[src/rtl/mc_ctrl_pkg.sv]
// Shared encodings for the multi-cycle processor controller: opcodes, states,
// write-back selects and trap causes.
package mc_ctrl_pkg;

  typedef enum logic [2:0] {
    S_FETCH  = 3'd0,
    S_DECODE = 3'd1,
    S_EXEC   = 3'd2,
    S_MEM    = 3'd3,
    S_WB     = 3'd4,
    S_TRAP   = 3'd5
  } state_e;

  localparam logic [3:0] OP_ALUR  = 4'b0000;
  localparam logic [3:0] OP_ALUI  = 4'b1000;
  localparam logic [3:0] OP_CMPR  = 4'b0010;
  localparam logic [3:0] OP_CMPI  = 4'b1010;
  localparam logic [3:0] OP_BCOND = 4'b0110;
  localparam logic [3:0] OP_JAL   = 4'b0101;
  localparam logic [3:0] OP_LW    = 4'b1001;
  localparam logic [3:0] OP_SW    = 4'b1011;

  localparam logic [1:0] WB_ALU = 2'd0;
  localparam logic [1:0] WB_MEM = 2'd1;
  localparam logic [1:0] WB_PC4 = 2'd2;

  localparam logic [1:0] TC_NONE    = 2'd0;
  localparam logic [1:0] TC_ILLEGAL = 2'd1;
  localparam logic [1:0] TC_TIMEOUT = 2'd2;

  function automatic logic op_legal(input logic [3:0] op);
    case (op)
      OP_ALUR, OP_ALUI, OP_CMPR, OP_CMPI,
      OP_BCOND, OP_JAL, OP_LW, OP_SW: op_legal = 1'b1;
      default:                        op_legal = 1'b0;
    endcase
  endfunction

  function automatic logic op_uses_imm(input logic [3:0] op);
    case (op)
      OP_ALUI, OP_CMPI, OP_LW, OP_SW, OP_JAL: op_uses_imm = 1'b1;
      default:                                op_uses_imm = 1'b0;
    endcase
  endfunction

endpackage

[src/rtl/mc_wait_timer.sv]
// Counts consecutive stalled cycles of an outstanding bus request and flags
// expiry on the cycle the count would reach WAIT_LIMIT.
module mc_wait_timer #(
  parameter int unsigned WAIT_LIMIT = 15
) (
  input  logic clk,
  input  logic reset,
  input  logic start,
  input  logic busy,
  input  logic ready,
  output logic expired
);

  logic [7:0] cnt_q, cnt_d, base;

  // start marks the first cycle of a new request, so stale counts never carry over
  assign base    = start ? 8'd0 : cnt_q;
  assign expired = busy && !ready && (base == 8'(WAIT_LIMIT - 1));

  always_comb begin
    cnt_d = 8'd0;
    if (busy && !ready) cnt_d = base + 8'd1;
  end

  always_ff @(posedge clk or posedge reset) begin
    if (reset) cnt_q <= 8'd0;
    else       cnt_q <= cnt_d;
  end

endmodule

[src/rtl/mc_proc_controller.sv]
// Multi-cycle processor control FSM with bus timeout trap.
// Optional performance counters enabled by defining MC_CTRL_PERF_CNT_EN.
module mc_proc_controller
  import mc_ctrl_pkg::*;
#(
  parameter int unsigned OP_BIT_WIDTH = 4,
  parameter int unsigned CNT_BITS     = 32,
  parameter int unsigned WAIT_LIMIT   = 15
) (
  input  logic                    clk,
  input  logic                    reset,
  input  logic [OP_BIT_WIDTH-1:0] op1,
  input  logic                    cond_true,
  input  logic                    imem_ready,
  input  logic                    dmem_ready,
  output logic                    imem_req,
  output logic                    dmem_req,
  output logic                    dmem_we,
  output logic                    ir_wr_en,
  output logic                    pc_wr_en,
  output logic                    pc_sel,
  output logic                    reg_wr_en,
  output logic [1:0]              wb_sel,
  output logic                    alu_src_imm,
  output logic [2:0]              state_o,
  output logic                    trap,
  output logic [1:0]              trap_cause,
  output logic [CNT_BITS-1:0]     instret,
  output logic [CNT_BITS-1:0]     cycles
);

  state_e     state_q, state_d;
  logic [1:0] cause_q, cause_d;
  logic       start_q;
  logic [3:0] op;
  logic       legal, busy, rdy, expired;

  // opcode bits above the 4-bit encoding space must be zero to be legal
  assign op    = op1[3:0];
  assign legal = op_legal(op) && ((op1 >> 4) == '0);
  assign busy  = (state_q == S_FETCH) || (state_q == S_MEM);
  assign rdy   = (state_q == S_FETCH) ? imem_ready : dmem_ready;

  mc_wait_timer #(.WAIT_LIMIT(WAIT_LIMIT)) u_timer (
    .clk     (clk),
    .reset   (reset),
    .start   (start_q),
    .busy    (busy),
    .ready   (rdy),
    .expired (expired)
  );

  always_ff @(posedge clk or posedge reset) begin
    if (reset) begin
      state_q <= S_FETCH;
      cause_q <= TC_NONE;
      start_q <= 1'b1;
    end else begin
      state_q <= state_d;
      cause_q <= cause_d;
      start_q <= (state_d != state_q);
    end
  end

  always_comb begin
    state_d = state_q;
    cause_d = cause_q;
    case (state_q)
      S_FETCH:
        if (imem_ready) state_d = S_DECODE;
        else if (expired) begin state_d = S_TRAP; cause_d = TC_TIMEOUT; end
      S_DECODE:
        if (legal) state_d = S_EXEC;
        else begin state_d = S_TRAP; cause_d = TC_ILLEGAL; end
      S_EXEC:
        case (op)
          OP_BCOND:     state_d = S_FETCH;
          OP_LW, OP_SW: state_d = S_MEM;
          default:      state_d = S_WB;
        endcase
      S_MEM:
        if (dmem_ready) state_d = (op == OP_SW) ? S_FETCH : S_WB;
        else if (expired) begin state_d = S_TRAP; cause_d = TC_TIMEOUT; end
      S_WB:    state_d = S_FETCH;
      S_TRAP:  state_d = S_TRAP;
      default: state_d = S_FETCH;
    endcase
  end

  // outputs are gated by reset so nothing strobes while reset is held
  always_comb begin
    imem_req    = 1'b0;
    dmem_req    = 1'b0;
    dmem_we     = 1'b0;
    ir_wr_en    = 1'b0;
    pc_wr_en    = 1'b0;
    pc_sel      = 1'b0;
    reg_wr_en   = 1'b0;
    wb_sel      = WB_ALU;
    alu_src_imm = 1'b0;
    if (!reset) begin
      case (state_q)
        S_FETCH: begin
          imem_req = 1'b1;
          ir_wr_en = imem_ready;
          pc_wr_en = imem_ready;
        end
        S_EXEC: begin
          alu_src_imm = op_uses_imm(op);
          if (op == OP_BCOND && cond_true) begin
            pc_wr_en = 1'b1;
            pc_sel   = 1'b1;
          end
        end
        S_MEM: begin
          dmem_req = 1'b1;
          dmem_we  = (op == OP_SW);
        end
        S_WB: begin
          reg_wr_en = 1'b1;
          wb_sel    = (op == OP_LW) ? WB_MEM : (op == OP_JAL) ? WB_PC4 : WB_ALU;
          if (op == OP_JAL) begin
            pc_wr_en = 1'b1;
            pc_sel   = 1'b1;
          end
        end
        default: ;
      endcase
    end
  end

  assign state_o    = state_q;
  assign trap       = (state_q == S_TRAP);
  assign trap_cause = cause_q;

`ifdef MC_CTRL_PERF_CNT_EN
  logic [CNT_BITS-1:0] cycles_q, instret_q;

  always_ff @(posedge clk or posedge reset) begin
    if (reset) begin
      cycles_q  <= '0;
      instret_q <= '0;
    end else if (state_q != S_TRAP) begin
      cycles_q <= cycles_q + CNT_BITS'(1);
      if (state_d == S_FETCH && state_q != S_FETCH) instret_q <= instret_q + CNT_BITS'(1);
    end
  end

  assign cycles  = cycles_q;
  assign instret = instret_q;
`else
  assign cycles  = '0;
  assign instret = '0;
`endif

endmodule

[config.mk]
export PLATFORM = sky130hd
export DESIGN_NAME = mc_proc_controller
export DESIGN_NICKNAME = d
export VERILOG_FILES = /design/src/rtl/mc_ctrl_pkg.sv /design/src/rtl/mc_wait_timer.sv /design/src/rtl/mc_proc_controller.sv
export SDC_FILE = /design/constraint.sdc
export NUM_CORES = 1
export LEC_CHECK = 0
export ABC_CLOCK_PERIOD_IN_PS = 2100
export BUFFER_PORTS_ARGS = -buffer_cell sky130_fd_sc_hd__clkbuf_2
export CORE_MARGIN = 2
export CORE_UTILIZATION = 43
export CTS_CLUSTER_SIZE = 20
export DETAILED_ROUTE_END_ITERATION = 10
export GPL_TIMING_DRIVEN = 0
export PLACE_DENSITY = 0.84
export SYNTH_ARGS = -nofsm -noshare
export SYNTH_HDL_FRONTEND = slang
export SYNTH_SLANG_ARGS = --single-unit
[constraint.sdc]
create_clock -name clk -period 2.1 [get_ports clk]
set_input_delay 0.105 -clock clk [delete_from_list [all_inputs] [get_ports clk]]
set_output_delay 0.105 -clock clk [all_outputs]
set_load 0.02 [all_outputs]
* Word level (Yosys, flattened, before mapping)
Memories as Yosys holds them, arrays and structs flattened.
Index checks and enable logic that the tools add are counted.
** Operators by class
- Add/subtract/negate cells :: 1
- Eq/ne operators :: 16
- Mux-type cells :: 38
- Reduce and logical (&&, ||, !) cells :: 10
** Operator list (number)
- $mux W1 :: 18
- $eq A4 B4 Y1 const B :: 4
- $mux W2 :: 8
- $mux W8 :: 2
- $mux W3 :: 5
- $pmux W3 S5 :: 1
- $add A8 B1 Y8 const B :: 1
- $eq A4 B3 Y1 const B :: 2
- $eq A8 B4 Y1 const B :: 1
- $eq A3 B2 Y1 const B :: 2
- $eq A3 B3 Y1 const B :: 2
- $ne A2 B2 Y1 const B :: 3
- $pmux W2 S3 :: 1
- $pmux W3 S2 :: 1
- $reduce_or A5 Y1 :: 1
- $reduce_and A4 Y1 :: 1
- $eq A3 B1 Y1 const B :: 1
- $logic_and A1 B1 Y1 :: 3
- $logic_not A3 Y1 :: 1
- $ne A3 B3 Y1 :: 1
- $pmux W1 S3 :: 1
- $reduce_bool A3 Y1 :: 1
- $pmux W1 S2 :: 1
- $reduce_or A2 Y1 :: 1
- 2 further kinds :: 2
** Storage, ports and cells
- Flip-flop bits (word level) :: 14
- Bits in read-only memories :: 16
- Input bits :: 9
- Output and inout port bits :: 80
- Word-level logic and storage cells :: 70
- Memories kept :: 1
** Memory list
- (name not given) :: depth 16, width 1, rd ports 1, clocked after memory_dff 0, write ports 0, line mc_ctrl_pkg.sv:32 : case (op)

* Logic depth before layout (Yosys ltp)
Gate-level depths: netlist of the first run.
- Word-level depth :: 9
- Gate-level depth with buffers :: 6
- Mapped depth without buffers :: 6

* Hierarchy
Synthesis of the first run repeated with hierarchy kept, for this count alone.
** Second synthesis, totals
- Cell total of the unflattened synthesis :: 192
- Area total of the unflattened synthesis :: 1599.0 um^2
** Modules (own cells, without submodules)
- mc_proc_controller :: instances 1, cells each 147, area an instance 1168.6 um^2, sequential area each 151.4 um^2
- mc_wait_timer :: instances 1, cells each 45, area an instance 430.4 um^2, sequential area each 200.2 um^2

* Worst setup path after synthesis of the first run
Ideal clock, no wire load.
- Kind :: reg2out
- Start point :: register state_q[1] (netlist: state_o[1])
- End point :: output dmem_we
- Arrival time :: 1679 ps
- Required time :: 1995 ps
- Setup slack :: 316 ps
- Cell stages (with the launch flop) :: 5
- Path buffers :: 1
- Cell sequence :: dfrtp_1 > buf_2 > nand2b_1 > nor3_1 > and4b_1
** On the way
- Longest elaborated chain between the ends :: 3
** RTL lines
- from (decl) :: line mc_proc_controller.sv:32 : state_e state_q, state_d;
- from (signal assigned) :: line mc_proc_controller.sv:59 : state_q <= state_d;
- $eq A3 B2 Y1 :: line mc_proc_controller.sv:102 : case (state_q)
- $mux W1 :: line mc_proc_controller.sv:102
- $mux W1 :: line mc_proc_controller.sv:101 : if (!reset) begin
- to (decl) :: line mc_proc_controller.sv:18 : output logic dmem_we,
No other way between the ends.

* Final worst setup path of the first run
- Start point :: register start_q
- End point :: register state_q[0] (netlist: state_o[0])
** On the way
- Longest elaborated chain between the ends :: 6
- Elaborated cells on any way between the ends :: 7
- Those cells by class :: eq/ne (1); mux (5); reduce/logical (1)
** RTL lines
- from (decl) :: line mc_proc_controller.sv:34 : logic start_q;
- from (signal assigned) :: line mc_proc_controller.sv:61 : start_q <= (state_d != state_q);
- $mux W8 (*) :: line mc_wait_timer.sv:17 : assign base = start ? 8'd0 : cnt_q;
- $eq A8 B4 Y1 (*) :: line mc_wait_timer.sv:18 : assign expired = busy && !ready && (base == 8'(WAIT_LIMIT - 1));
- $logic_and A1 B1 Y1 (*) :: line mc_wait_timer.sv:18
- $mux W3 (*) :: line mc_proc_controller.sv:71, mc_proc_controller.sv:83
- $mux W3 (on tied branches) :: line mc_proc_controller.sv:82, mc_proc_controller.sv:70
- $pmux W3 S5 (*) :: line mc_proc_controller.sv:68 : case (state_q)
- net state_d[0] :: line mc_proc_controller.sv:32
The timed path passes the listed nets; every way through them passes the cells marked *.
A chain may end at the register's enable or synchronous reset.

==> results of run 1 <==
cells by family after synthesis:
| kind of cell | synth area share (%) |
|---|---|
| buffers and inverters | 36.2 |
| and+or+nand+nor | 21.2 |
| AOI/OAI and AO/OA | 8.98 |
| DFF | 24.5 |
| xor gates and xnor gates | 3.66 |
| adders and majority gates | 5.23 |
| other | 0.261 |
sequential cells by signal, summed over array words and instances (netlist names):
name and cells:
start_q 1, trap_cause 2, state_o 3, u_timer.cnt_q 8
layer usage:
layer  track usage, %  up-vias  part of all wire (%)
li1                 -      634                     -
met1             17.7      544                    39
met2             25.9       53                    52
met3             2.07        4                   7.4
met4             6.38        0                   1.1
met5                0        -                     0
cell type report:
class	count	area (µm²)
Fill cell	291	1210
Multi-Input combinational cell	148	801
Buffer	65	485
Sequential cell	14	352
Timing Repair Buffer	25	130
Tap cell	44	55.1
Inverter	9	37.5
Clock buffer	4	36.3
timing repair:
action | 4_1_cts | 5_1_grt
endpoints found under the hold margin | 13 | 0
hold buffers | 1 | 0
gates resized for setup | 0 | 1
endpoints found under the setup margin | 0 | 3
worst reg2reg max path: cells and delay by family, from the launching register on:
family                   cells  cell delay [ns]
flip-flops                   1             0.63
AND/OR/NAND/NOR              4             0.55
AO/OA/AOI/OAI                1             0.45
adder cells (fa/ha/maj)      1             0.14
power breakdown:
part | total, W | internal (W) | switching (W) | leakage, nW
clock network | 0.000195 | 0.000105 | 0.0000900 | 0.0210
logic | 0.000647 | 0.000239 | 0.000408 | 0.908
registers | 0.000398 | 0.000319 | 0.0000789 | 0.183
layout by cell type (no fill, tap or decap), drive strengths merged, types with 2 or more instances in the layout:
master,count
xor2,3
and3,3
clkbuf,28
xnor2,3
ha,6
and2b,2
nor3,11
nand2b,8
a21oi,6
and4b,2
buf,65
nand2,2
nor2,11
conb,64
o21ai,4
inv,8
nand3,8
a32oi,2
dfrtp,13
nor2b,4
nand4,2
through the flow:
step,hold slack [ns],utilization (%),worst slack (ns),std cells
after floorplan,0.00170,-,0.316,236
after global placement,0.182,59.5,0.311,304
after detailed placement,0.193,59.5,0.319,304
after CTS,0.278,61.0,0.118,309
after global routing,0.332,61.1,0.162,309
final,0.287,61.1,0.280,309
worst max-delay path by stage:
stage	startpoint	depth (start not counted)	slack, ns	end
2_1_floorplan	state_o[1]$_DFF_PP0_	4	0.32	dmem_we
3_3_place_gp	start_q$_DFF_PP1_	6	0.31	state_o[0]$_DFF_PP0_
3_5_place_dp	start_q$_DFF_PP1_	6	0.32	state_o[0]$_DFF_PP0_
4_1_cts	reset	6	0.12	alu_src_imm
5_1_grt	start_q$_DFF_PP1_	6	0.16	state_o[0]$_DFF_PP0_
6_report	start_q$_DFF_PP1_	6	0.28	state_o[0]$_DFF_PP0_
==> flow_summary.yaml, run 1 <==
timing:
  fin_crit_sh_pct: 86.7
  grt_setup_unrepaired: "false"
  fmax_mhz: 549
  final.setup.tns_ns: 0
  slew_viol_final: 0
  finClkSkew_ns: 0.00147
  finalHoldViolCount: 0
  min_period_ns: 1.82
  finalSetupViolCount: 0
synthesis:
  syn_inst: 173
  ys_warn_count: 0
  netlist_top_cells_count: "buf_4 (64), dfrtp_1 (13), nor3_1 (11), nor2_1 (10)"
  synth_edf_count: 0
  ys_seq_elements: 14
  ys_async_sr_fraction_pct: 100
  synth_top_area_share_pct: 33.5
  synthTopCellsByArea: "buf_4 (33%), dfrtp_1 (23%), ha_1 (5.2%)"
  syn_area_per_cell_um2: 8.30
  synth_area_um2: 1440
  ys_types: 34
  seq_area_frac_synth_pct: 24.5
  synth_flop_cell: "dfrtp_1"
  synth.largest_area_cell: "buf_4"
  yosysMostFrequentCell: "buf_4"
hold_path:
  hold_depth: 4
  min_from: "imem_ready"
  hold_path_class: "in -> reg"
  worstHoldEndpoint: "state_o[0]$_DFF_PP0_"
power:
  power_w: 0.00124
  vdd_ir_drop_max_uv: 402
  p_per_area_nw_per_um2: 654
  p_leak_nw: 1.11
global_routing:
  grt_pass1_wl_mm: 4.22
  antenna_found_initial: 0
  overflow: 0
  grt_pass1_vias: 998
  grt_max_degree: 16
  grt_use_total_pct: 14.6
die:
  die_w_um: 61.8
  dieArea_um2: 3820
  core.rowCount: 20
  initial_utilization_pct: 46.2
  io_pins: 89
  coreArea_um2: 3100
  fp.dieH_um: 61.8
cts:
  clock_latency_ns: 0.28
  clkTransAtPathRegs_ns: 0.09
  cts_buffers: 3
  clkSinkCount: 14
  post_cts_buffers: 0
  cts-htree-levels: 1
  cts_root_buf: "clkbuf_4"
  clock_path_buffers: 2
  cts_tree: "built"
critical_path:
  path_delay_family: "flip-flops"
  r2r_start: "start_q$_DFF_PP1_"
  worst-path-buf-inv: 0
  startpoint_type: "flop"
  critPathCaptureType: "flop"
  arrival_ns: 2.04
  critical_path.slowest_cell: "dfstp_2"
  rrSetupSlack_ns: 0.28
  crit_path_cell_trace: "nand2b_1 > ha_1 > nor2b_1 > nand4_1 > a2111o_1 > nand3_1"
  reg2reg_to: "state_o[0]$_DFF_PP0_"
  worstSetupPathType: "reg -> reg"
  crit_path_max_fanout: 9
  worstPathRequired_ns: 2.32
  slowest_delay_ns: 0.63
  reg2reg_depth: 6
drt:
  num_vias: 1235
  viasPerCell: 4.00
  wirelength_mm: 2.86
  ant_nets: 0
  drt_first_pass_iters: 4
  routedWlPerCell_um: 9.24
  drc: 0
  drt_iter0_drc: 26
layout:
  diodes: 0
  final_area_um2: 1900
  drive_above_1_share_pct: 37.7
  syn_to_final_growth_pct: 32.2
  fin_nets: 281
placement:
  dpl_cell_area_um2: 1850
  place.gp.congestion: 0.858
  port-buffer-count: 24
  hpwl_mm: 2.38
run:
  drv_cap: 0
run_status:
  outcome: "finished clean"
Power figures use the tool's default switching activity.
==> run 2: changes to the inputs <==
--- a/config.mk
+++ b/config.mk
@@ -7,12 +7,14 @@
 export LEC_CHECK = 0
 export ABC_CLOCK_PERIOD_IN_PS = 2100
 export BUFFER_PORTS_ARGS = -buffer_cell sky130_fd_sc_hd__clkbuf_2
+export CORE_ASPECT_RATIO = 0.8
 export CORE_MARGIN = 2
-export CORE_UTILIZATION = 43
+export CORE_UTILIZATION = 45
 export CTS_CLUSTER_SIZE = 20
 export DETAILED_ROUTE_END_ITERATION = 10
 export GPL_TIMING_DRIVEN = 0
-export PLACE_DENSITY = 0.84
+export PLACE_DENSITY = 0.85
 export SYNTH_ARGS = -nofsm -noshare
 export SYNTH_HDL_FRONTEND = slang
+export SYNTH_HIERARCHICAL = 1
 export SYNTH_SLANG_ARGS = --single-unit
==> run 2 against run 1 <==
Net effect:
- the flow now finishes with violations (negative setup slack)
- hold slack improved by 0.013 ns
- first-iteration DRC count rose by 96%
- final area up 19%
- worst setup slack worse by 0.44 ns
- non-clock buffer count rose by 13
- clock skew increased by 0.0044 ns
- synthesized cell count increased by 11%
- global-route usage increased by 2.0 points
- final cell count increased by 8.7%
- combinational power is 70% higher
- critical path type unchanged
- largest power group unchanged
==> flow_summary.yaml, run 2 <==
die:
  die_w_um: 70.6
  coreArea_um2: 3420
  core.rowCount: 19
  initial_utilization_pct: 46.7
  fp.dieH_um: 57.3
  dieArea_um2: 4050
  io_pins: 89
synthesis:
  ys_async_sr_fraction_pct: 100
  yosys.area_share.simple_pct: 23.9
  synth.largest_area_cell: "buf_4"
  synth_edf_count: 0
  synth_fa_ha_area_share_pct: 4.69
  syn_inst: 192
  netlist_top_cells_count: "buf_4 (65), dfrtp_1 (13), nor2_1 (11), o21ai_0 (9), nor2b_1 (8)"
  seq_area_frac_synth_pct: 22.0
  synthTopCellsByArea: "buf_4 (31%), dfrtp_1 (20%), ha_1 (4.7%)"
  yosysMostFrequentCell: "buf_4"
  ys_warn_count: 6
  ys_seq_elements: 14
  synth_area_um2: 1600
  synth_mux_area_share_pct: 0.704
  syn_area_per_cell_um2: 8.33
  synthXorXnorAreaFrac_pct: 1.64
  synth_top_family_by_area: "buffers and inverters"
  ys_types: 48
  synth_flop_cell: "dfrtp_1"
  synth_compound_area_share_pct: 12.4
  synth_top_area_share_pct: 30.5
cts:
  clock_path_buffers: 2
  cts_tree: "built"
  cts_buffers: 3
  clock_latency_ns: 0.25
  clkSinkCount: 14
  clkTransAtPathRegs_ns: 0.05
  cts-htree-levels: 1
  cts_root_buf: "clkbuf_8"
timing:
  fin_crit_sh_pct: 107
  min_period_ns: 2.26
  slew_viol_final: 0
  finalSetupViolCount: 6
  layout_setup_ws_ns: -0.157
  grt_setup_unrepaired: "true"
  finalHoldViolCount: 0
  fmax_mhz: 443
  finClkSkew_ns: 0.00588
layout:
  largest_register_ffs: 8
  fin_nets: 310
  final_common_cell: "buf_4"
  syn_to_final_growth_pct: 41.2
  final_cells: 336
  layout_common_cells: "buf_4 (75), conb_1 (64), clkbuf_2 (24)"
  utilization_pct: 66.0
  drive_above_1_share_pct: 46.3
  diodes: 0
  largest_register: "u_timer/cnt_q"
critical_path:
  worstPathRequired_ns: 2.28
  startpoint: "state_o[0]$_DFF_PP0_"
  crit_end: "start_q$_DFF_PP1_"
  reg2reg_depth: 10
  reg2reg_to: "start_q$_DFF_PP1_"
  arrival_ns: 2.43
  r2r_start: "state_o[0]$_DFF_PP0_"
  rrSetupSlack_ns: -0.16
  crit_path_max_fanout: 4
  critPathCaptureType: "flop"
  worstSetupPathType: "reg -> reg"
  startpoint_type: "flop"
power:
  vdd_ir_drop_max_uv: 752
  pwr-share-comb_pct: 62.4
  p_sw_share_pct: 44.7
  p_per_area_nw_per_um2: 782
  seqPwrFrac_pct: 22.7
  pwr-share-clk_pct: 14.9
  p_leak_nw: 1.24
  power.switching_w: 0.000790
  p_int_w: 0.000977
drt:
  num_vias: 1450
  drc: 0
  wirelength_mm: 3.45
  drt_first_pass_iters: 4
  routedWlPerCell_um: 10.3
  drt_iter0_drc: 51
  viasPerCell: 4.32
  ant_nets: 0
placement:
  place.gp.congestion: 0.914
  dp.cells: 321
  port-buffer-count: 24
  hpwl_mm: 2.58
global_routing:
  grt_pass1_wl_mm: 5.44
  grt_max_degree: 11
  grt_pass1_vias: 1249
  antenna_found_initial: 0
  grt_use_total_pct: 16.6
  overflow: 0
hold_path:
  hold_path_class: "in -> reg"
run:
  drv_cap: 0
run_status:
  failed_checks: "negative setup slack"
  outcome: "complete, but fails checks"
==> run 2: cell count changes after synthesis, moves of 3 or more <==
| cell | change |
|---|---|
| nor2b_1 | +5 |
| nand2b_1 | -5 |
| or3_1 | +3 |
| and2_1 | +3 |
| nand2_1 | +5 |
| o21ai_0 | +6 |
| nor3_1 | -4 |
| nand3_1 | -3 |
==> run 2: worst max-delay path, cell delays in order (launching register included) <==
cell and delay (ns):
dfrtp_2 0.42, buf_8 0.13, nor3_4 0.15, mux2_4 0.31
nand2b_4 0.14, or2_4 0.27, nor4_4 0.15, buf_6 0.17
nor2_4 0.04, a221o_1 0.32, o21ai_1 0.08
==> run 2: how the worst min path moves through the flow <==
stage / cells after the start / to / slack, ns / start
after global routing: 4 / state_o[1]$_DFF_PP0_ / 0.33 / op1[2]
after global placement: 2 / state_o[2]$_DFF_PP0_ / 0.16 / reset
after CTS: 4 / state_o[1]$_DFF_PP0_ / 0.26 / op1[2]
after detailed placement: 2 / state_o[2]$_DFF_PP0_ / 0.16 / reset
final: 4 / state_o[1]$_DFF_PP0_ / 0.30 / op1[2]
after floorplan: 1 / state_o[2]$_DFF_PP0_ / -0.1 / reset
==> run 2: cell type report <==
class	count	area [µm²]
timing repair buffer	36	216
inverter	9	33.8
clock buffer	4	55.1
buffer	67	514
tap	42	52.6
sequential	14	355
multi-input combinational	164	1030
fill	276	1160
==> run 2: power groups by stage <==
| stage | Clock, W | Combinational, W | Sequential [W] |
|---|---|---|---|
| after global routing | 0.000280 | 0.00118 | 0.000408 |
| after floorplan | 0 | 0.000709 | 0.000428 |
| final | 0.000262 | 0.00110 | 0.000402 |
| after detailed placement | 0 | 0.000895 | 0.000410 |
| after CTS | 0.000271 | 0.00104 | 0.000389 |
| after global placement | 0 | 0.000886 | 0.000408 |
==> run 2: per-layer routing <==
metal | wire length, µm | global-route usage, % | up-vias | part of all wire [%]
met5 | 0 | 0 | - | 0
met4 | 35 | 5.93 | 0 | 1.0
met3 | 194 | 3.36 | 4 | 5.6
met2 | 1800 | 29.9 | 52 | 52
met1 | 1420 | 19.8 | 667 | 41
li1 | - | - | 727 | -
==> run 2: stage by stage <==
step                      power (W)  area, µm²  setup TNS, ns  hold WS, ns  worst slack, ns
after floorplan             0.00114       1870         -0.925      -0.0995           -0.233
after global placement      0.00129       2050          -1.54        0.156           -0.328
after detailed placement    0.00131       2050          -1.70        0.158           -0.360
after CTS                   0.00170       2200          -1.61        0.258           -0.330
after global routing        0.00187       2260          -1.09        0.332           -0.208
final                       0.00177       2260         -0.698        0.300           -0.157
==> run 2: kinds of logic (layout without fill, tap and decap cells) <==
logic type	after synthesis	after routing
buffers and inverters	77	116
AND/OR/NAND/NOR	62	62
AO/OA/AOI/OAI	28	28
flip-flops	14	14
adder cells (fa/ha/maj)	6	6
XOR/XNOR	3	3
other	1	64
multiplexers	1	1
==> run 2: repair_timing <==
| item | in CTS | in global routing |
|---|---|---|
| cloned | 0 | 0 |
| setup buffers | 9 | 2 |
| hold buffers | 1 | 0 |
| endpoints found under the setup margin | 6 | 7 |
| endpoints found under the hold margin | 13 | 0 |
| pin swaps | 6 | 9 |
| resized for setup | 5 | 12 |
==> run 3: changes to the inputs <==
--- a/config.mk
+++ b/config.mk
@@ -9,12 +9,11 @@
 export BUFFER_PORTS_ARGS = -buffer_cell sky130_fd_sc_hd__clkbuf_2
 export CORE_ASPECT_RATIO = 0.8
 export CORE_MARGIN = 2
-export CORE_UTILIZATION = 45
+export CORE_UTILIZATION = 43
 export CTS_CLUSTER_SIZE = 20
 export DETAILED_ROUTE_END_ITERATION = 10
 export GPL_TIMING_DRIVEN = 0
-export PLACE_DENSITY = 0.85
+export PLACE_DENSITY = 0.84
 export SYNTH_ARGS = -nofsm -noshare
 export SYNTH_HDL_FRONTEND = slang
-export SYNTH_HIERARCHICAL = 1
 export SYNTH_SLANG_ARGS = --single-unit
==> run 3 against run 2 <==
Net effect:
- the run now ends clean
- sequential cell count is the same
- core utilization is 5.3 points lower
- via count decreased by 16%
- fmax is 20% higher
- global-route usage down 2.3 points
- sequential power decreased by 1%
- final cell count decreased by 9.2%
- combinational power down 41%
- critical path type unchanged
- clock skew shrank 0.0013 ns
- register-to-register slack better by 0.37 ns
- power down 28%
==> flow_summary.yaml, run 3 (synthesis results as in run 1) <==
hold_path:
  hold_path_class: "in -> reg"
  hold_depth: 4
  min_from: "op1[3]"
  worstHoldEndpoint: "state_o[2]$_DFF_PP0_"
placement:
  place.gp.congestion: 0.844
  dpl_cell_area_um2: 1840
  hpwl_mm: 2.25
  port-buffer-count: 24
  place_ws_ns: 0.264
die:
  fp.dieH_um: 55.7
  die_w_um: 68.6
  dieArea_um2: 3820
  initial_utilization_pct: 45.8
  core.rowCount: 18
  io_pins: 89
  coreArea_um2: 3130
timing:
  finalSetupViolCount: 0
  finalHoldViolCount: 0
  grt_setup_unrepaired: "false"
  min_period_ns: 1.89
  slew_viol_final: 0
  layout_setup_ws_ns: 0.212
  fmax_mhz: 530
  finClkSkew_ns: 0.00454
  final.setup.tns_ns: 0
  fin_crit_sh_pct: 89.9
global_routing:
  grt_pass1_wl_mm: 4.36
  use_met3_pct: 3.24
  overflow: 0
  use_met1_pct: 19.7
  grt_pass1_vias: 1032
  grt_use_total_pct: 14.3
  use_met2_pct: 22.3
  grt_max_degree: 16
  top_usage_layer: "met2"
  antenna_found_initial: 0
drt:
  viasPerCell: 3.98
  drt_iter0_drc: 81
  ant_nets: 0
  wirelength_mm: 2.76
  routedWlPerCell_um: 9.06
  drc: 0
  drt_first_pass_iters: 4
  num_vias: 1215
layout:
  diodes: 0
  largest_register_ffs: 8
  final_area_um2: 1900
  fin_nets: 281
  drive_above_1_share_pct: 37.4
  largest_register: "u_timer.cnt_q"
  layout_common_cells: "buf_4 (64), conb_1 (64), clkbuf_2 (24)"
  syn_to_final_growth_pct: 32.4
cts:
  cts_root_buf: "clkbuf_8"
  post_cts_buffers: 0
  cts_tree: "built"
  clkSinkCount: 14
  clkTransAtPathRegs_ns: 0.06
  cts-htree-levels: 1
  cts_buffers: 3
  clock_latency_ns: 0.24
  clock_path_buffers: 2
critical_path:
  path_delay_family: "flip-flops"
  reg2reg_depth: 6
  critPathCaptureType: "flop"
  path_depth: 6
  arrival_ns: 2.06
  critical_path.slowest_cell: "dfstp_2"
  worstSetupPathType: "reg -> reg"
  crit_path_max_fanout: 9
  worst-path-buf-inv: 0
  rrSetupSlack_ns: 0.21
  slowest_delay_ns: 0.61
  reg2reg_to: "state_o[0]$_DFF_PP0_"
  startpoint_type: "flop"
  r2r_start: "start_q$_DFF_PP1_"
  worstPathRequired_ns: 2.28
  crit_path_cell_trace: "nand2b_1 > ha_1 > nor2b_1 > nand4_1 > a2111o_1 > nand3_1"
power:
  vdd_ir_drop_max_uv: 329
  p_leak_nw: 1.11
  power_w: 0.00127
  p_per_area_nw_per_um2: 667
run_status:
  outcome: "finished clean"
run:
  drv_cap: 0
## run 3: cell count changes in the layout (fill, tap and decap cells not counted), sizes merged, moves of 4 or more
cell	before	now
buf	78	65
nand2	7	2
nor2b	9	4
o21ai	9	4
nand2b	4	8
nor3	7	11
## run 3: layout make-up
type                       count  area, µm²
fill                         281       1230
multi-input combinational    148        801
buffer                        65        485
sequential                    14        352
timing repair buffer          25        130
tap                           40       50.0
clock buffer                   4       45.0
inverter                       9       37.5
## run 3: worst reg2reg max path: stages, from the launching register on
cell and delay, ns:
dfstp_2 0.61, nand2b_1 0.15, ha_1 0.15, nor2b_1 0.12
nand4_1 0.24, a2111o_1 0.48, nand3_1 0.08
## run 3: metrics by stage
stage	utilization [%]	hold WS [ns]	cells
after floorplan	-	0.00170	236
after global placement	58.8	0.184	300
after detailed placement	58.8	0.187	300
after CTS	60.6	0.320	305
after global routing	60.7	0.351	305
final	60.7	0.318	305
## run 3: report_power, final
group / leakage [nW] / total, W / switching, W / internal, W
registers: 0.183 / 0.000396 / 0.0000764 / 0.000320
logic: 0.908 / 0.000649 / 0.000410 / 0.000240
clock network: 0.0228 / 0.000222 / 0.0000881 / 0.000134
## run 3: per-layer routing
layer / vias to the layer above / wire [µm]
met5: - / 0
met3: 2 / 276
met2: 59 / 1280
met1: 524 / 1180
li1: 630 / -
met4: 0 / 21
## run 3: repair_timing
item,4_1_cts,5_1_grt
setup endpoints to repair,0,1
gates resized for setup,0,1
hold buffers,1,0
endpoints found under the hold margin,13,0
## run 3: how the worst max path moves through the flow
stage,from,slack (ns),to
floorplan,state_o[1]$_DFF_PP0_,0.32,dmem_we
global placement,start_q$_DFF_PP1_,0.31,state_o[0]$_DFF_PP0_
detailed placement,start_q$_DFF_PP1_,0.26,state_o[0]$_DFF_PP0_
CTS,reset,0.18,alu_src_imm
global route,start_q$_DFF_PP1_,0.09,state_o[0]$_DFF_PP0_
finish,start_q$_DFF_PP1_,0.21,state_o[0]$_DFF_PP0_
